**src/rtl/piso_tx_controller.sv**
```systemverilog
// Control FSM and bit counter for the UART transmit PISO path: it loads once per frame, then shifts once per bit slot.
// The optional parity slot is enabled by defining UART_PARITY_EN.
module piso_tx_controller #(
  parameter int DATA_BITS = 8,
  parameter int CNT_W     = 4
) (
  input  logic             baud_clk,
  input  logic             rst,
  input  logic             send,
  input  logic             cfg_stop2,
  output logic             ready,
  output logic             busy,
  output logic             load,
  output logic             shift,
  output logic [CNT_W-1:0] bit_cnt,
  output logic             parity_slot,
  output logic             frame_done
);

`ifdef UART_PARITY_EN
  localparam int PAR = 1;
`else
  localparam int PAR = 0;
`endif

  // Index of the last bit slot when there is one stop bit. A second stop bit adds one.
  localparam logic [CNT_W-1:0] LAST_BASE = CNT_W'(DATA_BITS + PAR + 1);

  typedef enum logic [1:0] {
    S_IDLE  = 2'd0,
    S_LOAD  = 2'd1,
    S_SHIFT = 2'd2
  } state_t;

  state_t           r_state;
  state_t           w_next;
  logic             r_stop2;
  logic [CNT_W-1:0] r_bit_cnt;
  logic [CNT_W-1:0] w_last;
  logic             w_last_bit;

  assign w_last     = LAST_BASE + CNT_W'(r_stop2);
  assign w_last_bit = (r_bit_cnt == w_last);

  always_ff @(posedge baud_clk) begin
    if (rst) r_state <= S_IDLE;
    else     r_state <= w_next;
  end

  always_comb begin
    w_next = r_state;
    case (r_state)
      S_IDLE:  if (send) w_next = S_LOAD;
      S_LOAD:  w_next = S_SHIFT;
      S_SHIFT: if (w_last_bit) w_next = S_IDLE;
      default: w_next = S_IDLE;
    endcase
  end

  // The counter is held at 0 outside SHIFT, so bit_cnt needs no output gating.
  always_ff @(posedge baud_clk) begin
    if (rst) begin
      r_bit_cnt <= '0;
      r_stop2   <= 1'b0;
    end else begin
      if (r_state == S_IDLE && send) r_stop2 <= cfg_stop2;
      if (r_state == S_SHIFT && !w_last_bit) r_bit_cnt <= r_bit_cnt + CNT_W'(1);
      else                                   r_bit_cnt <= '0;
    end
  end

  assign ready      = (r_state == S_IDLE);
  assign busy       = !ready;
  assign load       = (r_state == S_LOAD);
  assign shift      = (r_state == S_SHIFT);
  assign bit_cnt    = r_bit_cnt;
  assign frame_done = shift && w_last_bit;

`ifdef UART_PARITY_EN
  localparam logic [CNT_W-1:0] PAR_IDX = CNT_W'(DATA_BITS + 1);
  assign parity_slot = shift && (r_bit_cnt == PAR_IDX);
`else
  assign parity_slot = 1'b0;
`endif

endmodule

```
**config.mk**
```make
export PLATFORM = sky130hd
export DESIGN_NAME = piso_tx_controller
export DESIGN_NICKNAME = d
export VERILOG_FILES = /design/src/rtl/piso_tx_controller.sv
export SDC_FILE = /design/constraint.sdc
export NUM_CORES = 1
export LEC_CHECK = 0
export ABC_CLOCK_PERIOD_IN_PS = 1600
export BUFFER_PORTS_ARGS = -buffer_cell sky130_fd_sc_hd__buf_4
export CAP_MARGIN = 30
export CELL_PAD_IN_SITES_DETAIL_PLACEMENT = 0
export CELL_PAD_IN_SITES_GLOBAL_PLACEMENT = 1
export CORE_AREA = 2 2 39 41
export DETAILED_ROUTE_END_ITERATION = 10
export DIE_AREA = 0 0 41 43
export PLACE_DENSITY_LB_ADDON = 0.1
export REMOVE_ABC_BUFFERS = 1
export SLEW_MARGIN = 20
export SYNTH_ARGS = -nofsm -noshare
export SYNTH_HDL_FRONTEND = slang
export SYNTH_SLANG_ARGS = --single-unit
export TNS_END_PERCENT = 30
```
**constraint.sdc**
```tcl
create_clock -name baud_clk -period 1.6 [get_ports baud_clk]
set_input_delay 0.32 -clock baud_clk [delete_from_list [all_inputs] [get_ports baud_clk]]
set_output_delay 0.32 -clock baud_clk [all_outputs]
set_load 0.05 [all_outputs]
```
Word level (Yosys, flattened, before mapping)

Cells that the tools add are included.

Register bits: 7
Bits of input ports: 4
Output and inout port bits: 10
Logic and storage cells: 22

Add/sub/neg operators: 2
Equal/unequal tests: 5
Multiplexer cells: 3
Bitwise gates (word level): 1
Reduce and logical (&&, ||, !) cells: 8

Operators by type and width:

| cell                                                            | count |
|---|---|
| 2-bit case mux with 3 select lines                              | 1 |
| 4-bit by 1-bit adder with 4-bit output, first input constant    | 1 |
| 4-bit by 1-bit adder with 4-bit output, second input constant   | 1 |
| 4-bit == test                                                   | 1 |
| 2-bit two-way mux                                               | 2 |
| 1-bit logical AND                                               | 3 |
| 2-bit by 1-bit == test with 1-bit output, second input constant | 1 |
| 2-bit == test, second input constant                            | 1 |
| 1-bit zero test                                                 | 2 |
| 2-bit zero test                                                 | 1 |
| 2-bit by 1-bit != test with 1-bit output, second input constant | 1 |
| 2-bit != test, second input constant                            | 1 |
| 2-bit AND reduction                                             | 1 |
| 2-bit OR reduction                                              | 1 |
| 1-bit inverter                                                  | 1 |

Longest topological paths before layout

Gate-level depths: netlist of run 1.

Word-level depth: 6
Gate-level depth with buffers: 4
Gate-level depth less buffers: 4

Worst setup path before layout of run 1

OpenSTA, ideal clock, no wires.

Kind: register to output
From: register r_bit_cnt[0], in the netlist bit_cnt[0]
To: output frame_done
Arrival time: 1.768 ns
Required time: 1.280 ns
Slack: -0.488 ns
Stages on the path, launching flop included: 4
Path buffers: 0
Cell sequence: dfxtp_1 or3b_1 a21oi_2 and2_1

Cells in the longest elaborated chain, start to end: 2

RTL lines:

| what                   | line | text |
|---|---|---|
| from (decl)            | 38   | `logic [CNT_W-1:0] r_bit_cnt;` |
| from (signal assigned) | 67   | `if (r_state == S_SHIFT && !w_last_bit) r_bit_cnt <= r_bit_cnt + CNT_W'(1);` |
| 4-bit == test          | 43   | `assign w_last_bit = (r_bit_cnt == w_last);` |
| 1-bit logical AND      | 77   | `assign frame_done = shift && w_last_bit;` |
| to (decl)              | 17   | `output logic frame_done` |

No other way between the ends.

Worst setup path after layout of run 1

From: register r_bit_cnt[1], in the netlist bit_cnt[1]
To: output frame_done

The elaborated chain is that of the path after synthesis.

==> flow_metrics.py, run 1 <==
metrics = {
    "clock_network": {
        "cts_tree": "done",
        "cts_sinks": 7,
        "clkLatencyLatePin_ns": 0.25,
        "numCtsBuffers": 3,
        "clk_pin_slew_worst_paths_ns": 0.05,
        "clockBufferDepth": 2,
        "htree_levels": 1,
        "clock-root-buffer": "clkbuf_4",
    },
    "global_routing": {
        "grt_pass1_wl_microns": 1220,
        "overflow": 0,
        "grt_use_total_pct": 10.5,
        "antenna_found_initial": 0,
        "grt_pass1_vias": 320,
        "grt_max_degree": 8,
    },
    "critical_path": {
        "cp.buffers_inverters": 1,
        "path_class": "flip-flop to primary output",
        "critPathLaunch": "bit_cnt[1]",
        "cp_data_required_time_ns": 1.28,
        "worst_ep_arrival_time_ns": 1.41,
        "timing.rr.start": "bit_cnt[0]",
        "cp-end-kind": "primary output",
        "worst-path-max-fanout": 2,
        "cp_top_family": "simple AND/OR/NAND/NOR gates",
        "crit_chain": "or3b_4 > a21oi_2 > and2_4 > buf_8",
        "slowest_stage": "or3b_4",
        "cpPeakStageDelay_ns": 0.40,
        "crit_path_start_kind": "flip-flop",
    },
    "status": {
        "status": "finished with violations",
        "violations": "negative setup slack",
    },
    "synthesis": {
        "syn-mean-instance-area_sq_um": 9.05,
        "yosys_warnings": 0,
        "ys_ff_latch": 7,
        "synthTopCellsByArea": "dfxtp_1, nand2b_1, a211oi_1",
        "synth_top_area_share_pct": 40.7,
        "syn_area_sq_um": 344,
        "syn_inst": 38,
        "ys_seq_area_share_pct": 40.7,
        "yosys.area.top_type": "dfxtp_1",
        "synthDistinctLibCells": 24,
    },
    "floorplanning": {
        "start_util_pct": 24.9,
        "core.rowCount": 14,
        "die_x_microns": 41,
        "die_area_sq_um": 1760,
        "dieHeight_microns": 43,
        "core-area_sq_um": 1380,
        "io_pins": 14,
    },
    "drt": {
        "ant_nets": 0,
        "wl_microns": 874,
        "drt_iter0_drc": 4,
        "drc": 0,
        "vias": 357,
        "wl_per_cell_microns": 11.7,
        "dr.pass1.iters": 5,
        "viasPerCell": 4.76,
    },
    "final_layout": {
        "stdcell_area_sq_um": 534,
        "final_nets": 65,
        "area_growth_pct": 55.3,
        "drive_above_1_share_pct": 47.5,
        "antenna_cells": 0,
        "num-fill-cells": 149,
        "final_core_util_pct": 38.6,
        "finalNonFillerCells": 75,
    },
    "power_and_ir_drop": {
        "power.density_nw_per_um2": 843,
        "vdd_drop_max_mv": 0.326,
        "p_leak_uw": 0.000241,
    },
    "hold_path": {
        "hp-class": "primary input to flip-flop",
        "hp-start": "rst",
    },
    "place": {
        "place_hpwl_microns": 614,
        "numPortBuffers": 12,
        "place.gp.congestion": 0.765,
        "place_ws_ns": 0.0835,
        "placedCellCount": 69,
        "placed_area_sq_um": 477,
    },
    "sta": {
        "finClkSkew_ns": 0.000944,
        "drv_slew": 0,
        "rsz0062_at_grt": "true",
        "min_period_ns": 1.73,
        "setup_viol": 1,
        "fmax_ghz": 0.579,
        "finalHoldViolCount": 0,
        "fin_ws_ns": -0.128,
        "fin_crit_sh_pct": 108,
    },
    "run": {
        "maxCapViolations": 0,
    },
}
kinds of logic (layout without fill, tap and decap cells):
kind of cell / count (synthesis) / after routing / synth area share, %
AO/OA/AOI/OAI: 7 / 7 / 13.5
XOR/XNOR: 1 / 1 / 2.55
flip-flops: 7 / 7 / 40.7
multiplexers: 1 / 1 / 2.91
adder cells (fa/ha/maj): 1 / 1 / 3.64
other: 1 / 1 / 1.09
AND/OR/NAND/NOR: 17 / 17 / 31.3
buffers and inverters: 3 / 24 / 4.37
path summary, 6_finish.rpt:
path | endpoint | slack, ns | cells after the start
setup reg to reg | bit_cnt[1] | 0.31 | 6
setup / recovery | frame_done | -0.13 | 4
hold reg to reg | bit_cnt[0] | 0.55 | 2
hold / removal | bit_cnt[0] | 0.28 | 2
power by group:
part | switching, uW | total (uW) | leakage [uW] | internal (uW)
sequential | 5.02 | 187 | 0.0000583 | 182
clock | 66.9 | 162 | 0.0000150 | 95.3
combinational | 66.5 | 102 | 0.000168 | 35.3
layout make-up:
cell class	count	area (sq um)	area share, %
clock buffer	4	26.3	4.92
tap	16	20.0	3.75
timing repair buffer	18	143	26.7
sequential	7	144	26.9
inverter	2	7.51	1.41
multi-input combinational	28	194	36.3
per-stage QoR:
stage / power (uW) / TNS (ns) / hold slack, ns
detailed placement: 289 / 0 / 0.549
finish: 451 / -0.128 / 0.281
global placement: 288 / 0 / 0.544
CTS: 455 / -0.144 / 0.276
floorplan: 255 / -0.488 / 0.392
global route: 468 / -0.181 / 0.283
sequential cells by signal, summed over array words and instances (netlist names):
register / cells
r_stop2: 1
r_state: 2
bit_cnt: 4
cells in the final DEF (no fill, tap or decap), types with 2 or more instances in the layout:
| cell | n |
|---|---|
| buf_4 | 17 |
| dfxtp_1 | 4 |
| nand2b_1 | 3 |
| dfxtp_2 | 3 |
| clkbuf_4 | 3 |
| inv_1 | 2 |
| nor2b_1 | 2 |
| a211oi_1 | 2 |
| nor2_1 | 2 |
| a21oi_1 | 2 |
| nor4_1 | 2 |
cell usage after synthesis:
master,number
a21oi_1,2
a21oi_2,1
nor4b_1,1
mux2i_1,1
o21bai_1,1
nor2b_1,2
or3_1,1
and2_1,1
nand3b_1,1
o21ai_0,1
nor2_1,2
or3b_1,1
buf_4,1
a211oi_1,2
nand2b_1,3
inv_1,2
ha_1,1
xnor2_1,1
nor3b_1,1
or2_2,1
dfxtp_1,7
conb_1,1
nor4_1,2
nand3_1,1
timing repair:
item,in CTS,in global routing
pin swaps,3,1
buffers inserted,2,0
gates resized for setup,4,3
endpoints found under the setup margin,1,1
hold endpoints to repair,0,0
hold buffers,0,0
layer usage:
metal,up-vias,global-route usage [%],routed length [microns]
li1,175,-,-
met1,169,11.3,359
met2,11,15.9,463
met3,2,3.14,41
met4,0,8.00,10
met5,-,0,0
(Power assumes the default switching activity.)
==> inputs of run 2 (changes only) <==
==> constraint.sdc (replaced) <==
create_clock -name baud_clk -period 1.6 [get_ports baud_clk]
set_input_delay 0.32 -clock baud_clk [delete_from_list [all_inputs] [get_ports baud_clk]]
set_output_delay 0.32 -clock baud_clk [all_outputs]
set_load 0.02 [all_outputs]
==> flow_metrics.py, run 2 (synthesis gave the netlist of run 1 again) <==
metrics = {
    "final_layout": {
        "stdcell_area_sq_um": 556,
        "layout_common_cells": "buf_4, dfxtp_1, nand2b_1, clkbuf_4",
        "final_nets": 67,
        "antenna_cells": 0,
        "final_common_cell": "buf_4",
        "num-fill-cells": 150,
        "drive_above_1_share_pct": 47.5,
        "largest_reg_flops": 4,
        "area_growth_pct": 61.5,
    },
    "global_routing": {
        "overflow": 0,
        "grt_pass1_wl_microns": 1210,
        "antenna_found_initial": 0,
        "grt_use_total_pct": 11.1,
        "grt_max_degree": 8,
        "grt_pass1_vias": 311,
    },
    "sta": {
        "rsz0062_at_grt": "true",
        "fmax_ghz": 0.594,
        "finClkSkew_ns": 0.00342,
        "fin_crit_sh_pct": 105,
        "min_period_ns": 1.68,
        "finalHoldViolCount": 0,
        "setup_viol": 1,
        "fin_ws_ns": -0.0823,
        "drv_slew": 0,
    },
    "clock_network": {
        "clockBufferDepth": 2,
        "clk_pin_slew_worst_paths_ns": 0.05,
        "numCtsBuffers": 3,
        "holdBufCountCts": 0,
        "htree_levels": 1,
        "cts_tree": "done",
        "clkLatencyLatePin_ns": 0.25,
        "cts_sinks": 7,
        "clock-root-buffer": "clkbuf_4",
    },
    "place": {
        "place.gp.congestion": 0.719,
        "placed_area_sq_um": 469,
        "numPortBuffers": 12,
        "place_hpwl_microns": 557,
    },
    "power_and_ir_drop": {
        "power.density_nw_per_um2": 761,
        "finalPower_uw": 423,
        "vdd_drop_max_mv": 0.371,
        "p_leak_uw": 0.000249,
    },
    "drt": {
        "wl_per_cell_microns": 11.0,
        "wl_microns": 848,
        "drt_iter0_drc": 7,
        "viasPerCell": 4.64,
        "dr.pass1.iters": 3,
        "drc": 0,
        "ant_nets": 0,
        "vias": 357,
    },
    "floorplanning": {
        "io_pins": 14,
        "core-area_sq_um": 1380,
        "die_area_sq_um": 1760,
        "dieHeight_microns": 43,
        "start_util_pct": 24.9,
        "die_x_microns": 41,
        "core.rowCount": 14,
    },
    "critical_path": {
        "cp_data_required_time_ns": 1.28,
        "path_class": "flip-flop to primary output",
        "worst_ep_arrival_time_ns": 1.36,
        "cpPeakStageDelay_ns": 0.40,
        "worst-path-max-fanout": 2,
        "crit_path_start_kind": "flip-flop",
        "slowest_stage": "or3b_4",
        "crit_chain": "or3b_4 > a21oi_4 > and2_4 > buf_6",
        "cp-end-kind": "primary output",
    },
    "status": {
        "violations": "negative setup slack",
        "status": "finished with violations",
    },
    "run": {
        "maxCapViolations": 0,
    },
    "hold_path": {
        "hp-class": "primary input to flip-flop",
    },
}
-- run 2: cell types whose count changed in the layout (fill, tap and decap cells not counted), sizes merged --
| cell | before | now |
|---|---|---|
| buf | 18 | 20 |
-- run 2: path summary, 6_finish.rpt --
kind | start | slack [ns] | endpoint | cells after the start
worst max register to register | bit_cnt[0] | 0.23 | r_state[1] | 5
worst min-delay path | rst | 0.28 | r_stop2 | 2
worst max-delay path | bit_cnt[0] | -0.08 | frame_done | 4
worst min register to register | bit_cnt[0] | 0.52 | bit_cnt[0] | 2
-- run 2: through the flow --
stage	hold WS, ns	util [%]	instances	TNS, ns	setup slack, ns
final	0.279	40.1	77	-0.0823	-0.0823
after global routing	0.271	40.1	77	-0.159	-0.159
after CTS	0.269	38.2	75	-0.103	-0.103
after detailed placement	0.537	33.9	68	0	0.101
after global placement	0.532	33.9	68	0	0.136
after floorplan	0.392	-	37	-0.0787	-0.0787
-- run 2: final cells by class --
class | count | area [sq um] | area share (%)
flip-flops and latches | 7 | 143 | 25.7
well taps | 16 | 20.0 | 3.60
multi-input cells | 28 | 201 | 36.3
clock buffers | 4 | 26.3 | 4.73
inverters | 2 | 7.51 | 1.35
repair buffers | 20 | 158 | 28.4
-- run 2: metal layers --
| metal | GRT usage, % | up-vias | share of wire [%] |
|---|---|---|---|
| met4 | 10.0 | 0 | 1.3 |
| met1 | 10.3 | 171 | 40 |
| li1 | - | 178 | - |
| met2 | 16.9 | 6 | 54 |
| met5 | 0 | - | 0 |
| met3 | 4.71 | 2 | 4.5 |
-- run 2: report_power, final --
| part | switching, uW | internal [uW] | leakage (uW) | total, uW |
|---|---|---|---|---|
| combinational | 38.9 | 36.6 | 0.000176 | 75.5 |
| clock | 65.7 | 95.2 | 0.0000150 | 161 |
| sequential | 4.50 | 182 | 0.0000578 | 186 |
| total | 109 | 313 | 0.000249 | 423 |
-- run 2: what timing repair did --
item	in CTS	in global routing
setup buffers	3	2
pin swaps	3	2
gates resized for setup	4	3
setup endpoints to repair	1	1
-- run 2: worst max-delay path: cells and delay by family (launching register included) --
family | cells | cell delay [ns]
AO/OA/AOI/OAI | 1 | 0.14
buffers and inverters | 1 | 0.10
flip-flops | 1 | 0.33
AND/OR/NAND/NOR | 2 | 0.55
==> inputs of run 3 (changes only) <==
- ABC_AREA: default -> 1
- CAP_MARGIN: 30 -> 25
- SKIP_LAST_GASP: default -> 1
==> flow_metrics.py, run 3 <==
metrics = {
    "power_and_ir_drop": {
        "power.density_nw_per_um2": 878,
        "p_leak_uw": 0.000226,
        "vdd_drop_max_mv": 0.476,
    },
    "clock_network": {
        "cts_tree": "done",
        "cts_sinks": 7,
        "clock-root-buffer": "clkbuf_4",
        "clkLatencyLatePin_ns": 0.25,
        "clk_pin_slew_worst_paths_ns": 0.05,
        "clockBufferDepth": 2,
        "numCtsBuffers": 3,
        "htree_levels": 1,
    },
    "synthesis": {
        "synth-async-reset-ratio_pct": 0,
        "ys_ff_latch": 7,
        "syn_area_sq_um": 345,
        "yosys_warnings": 0,
        "ys.flop_type": "dfxtp_1",
        "synth_top_area_share_pct": 40.6,
        "syn-mean-instance-area_sq_um": 7.67,
        "yosys.area.top_type": "dfxtp_1",
        "syn_inst": 45,
        "synth_common_cells": "inv_1, nand2_1, dfxtp_1",
        "synthDistinctLibCells": 17,
        "ys_seq_area_share_pct": 40.6,
        "synth_edf_count": 0,
        "synthTopCellsByArea": "dfxtp_1, nor2_2, inv_1",
    },
    "global_routing": {
        "antenna_found_initial": 0,
        "overflow": 0,
        "grt_pass1_wl_microns": 903,
        "grt_max_degree": 7,
        "grt_pass1_vias": 236,
        "grt_use_total_pct": 8.52,
    },
    "drt": {
        "wl_microns": 594,
        "viasPerCell": 4.00,
        "dr.pass1.iters": 4,
        "wl_per_cell_microns": 7.82,
        "drc": 0,
        "drt_iter0_drc": 2,
        "ant_nets": 0,
        "vias": 304,
    },
    "hold_path": {
        "whs_path_depth": 2,
        "hp-class": "primary input to flip-flop",
    },
    "floorplanning": {
        "start_util_pct": 25.0,
        "die_x_microns": 41,
        "core.rowCount": 14,
        "core-area_sq_um": 1380,
        "io_pins": 14,
        "dieHeight_microns": 43,
        "die_area_sq_um": 1760,
    },
    "critical_path": {
        "path_class": "flip-flop to primary output",
        "cp-end-kind": "primary output",
        "worst_ep_arrival_time_ns": 1.13,
        "crit_path_start_kind": "flip-flop",
        "worst-path-max-fanout": 5,
        "cp_data_required_time_ns": 1.28,
        "r2r_cells": 5,
    },
    "place": {
        "place.gp.congestion": 0.571,
        "numPortBuffers": 12,
        "placedCellCount": 72,
        "place_hpwl_microns": 486,
        "place_ws_ns": 0.355,
    },
    "final_layout": {
        "final_common_cell": "buf_4",
        "final_nets": 66,
        "layout_common_cells": "buf_4, inv_1, nand2_1, dfxtp_1, nor2_2",
        "area_growth_pct": 37.7,
        "antenna_cells": 0,
        "drive_above_1_share_pct": 43.3,
        "finalNonFillerCells": 76,
        "largest_reg_flops": 4,
    },
    "sta": {
        "finClkSkew_ns": 0.00226,
        "fmax_ghz": 0.687,
        "drv_slew": 0,
        "min_period_ns": 1.45,
        "tns_ns": 0,
        "fin_ws_ns": 0.145,
        "fin_crit_sh_pct": 90.9,
        "setup_viol": 0,
        "finalHoldViolCount": 0,
        "rsz0062_at_grt": "false",
    },
    "status": {
        "status": "finished clean",
    },
    "run": {
        "maxCapViolations": 0,
    },
}
-- run 3: cell types whose count changed after synthesis, sizes merged, moves of 2 or more --
cell / change
nor2b: -2
a211oi: -2
inv: +7
nor2: +8
a21oi: -2
nor4: -2
nand3: +2
nand2b: -3
nand2: +10
-- run 3: final timing paths --
check,slack [ns],end,from
setup / recovery,0.15,frame_done,bit_cnt[1]
hold / removal,0.27,r_state[0],rst
setup reg to reg,0.69,r_state[1],bit_cnt[1]
hold reg to reg,0.47,bit_cnt[0],bit_cnt[0]
-- run 3: critical path, stage by stage, from the launching register on --
cell and delay [ns]:
dfxtp_1 0.41, inv_1 0.06, nand2_1 0.07, nand3_2 0.10, nor2_1 0.10, buf_4 0.14
-- run 3: layer usage --
layer	vias up	track usage [%]	share of wire (%)	routed length (microns)
met5	-	0	0	0
met4	0	4.00	0	0
met3	0	9.42	13	77
met2	14	10.6	46	272
met1	133	8.63	41	244
li1	157	-	-	-
-- run 3: repair_timing --
| action | in CTS | in global routing |
|---|---|---|
| gates resized for setup | 0 | 1 |
| hold endpoints to repair | 0 | 0 |
| hold buffers | 0 | 0 |
| setup endpoints to repair | 0 | 1 |
| setup buffers | 0 | 0 |
-- run 3: cells by family (layout without fill, tap and decap cells) --
logic type / Yosys count / after routing / synth area share (%)
simple gates: 23 / 23 / 36.2
other cells: 1 / 1 / 1.09
xor+xnor: 2 / 2 / 5.07
compound gates: 1 / 1 / 1.45
buf+inv: 10 / 25 / 12.0
fa+ha+maj: 1 / 1 / 3.62
flops: 7 / 7 / 40.6
-- run 3: per-stage QoR --
step	area (sq um)	total power (uW)	utilization, %	hold WS (ns)
detailed placement	448	262	32.4	0.475
finish	475	418	34.4	0.272
global route	475	454	34.4	0.266
global placement	448	263	32.4	0.474
CTS	474	427	34.3	0.265
floorplan	338	233	-	0.389
-- run 3: layout make-up --
| type | count | area, sq um |
|---|---|---|
| clock buffers | 4 | 26.3 |
| fillers | 161 | 908 |
| inverters | 9 | 33.8 |
| multi-input cells | 28 | 164 |
| flip-flops and latches | 7 | 141 |
| well taps | 16 | 20.0 |
| repair buffers | 12 | 90.1 |
-- run 3: power by group --
group          switching [uW]  leakage (uW)  total (uW)  internal (uW)
combinational            41.0      0.000153        69.6           28.6
clock                    64.4     0.0000150         160           95.1
sequential               6.72     0.0000574         189            182
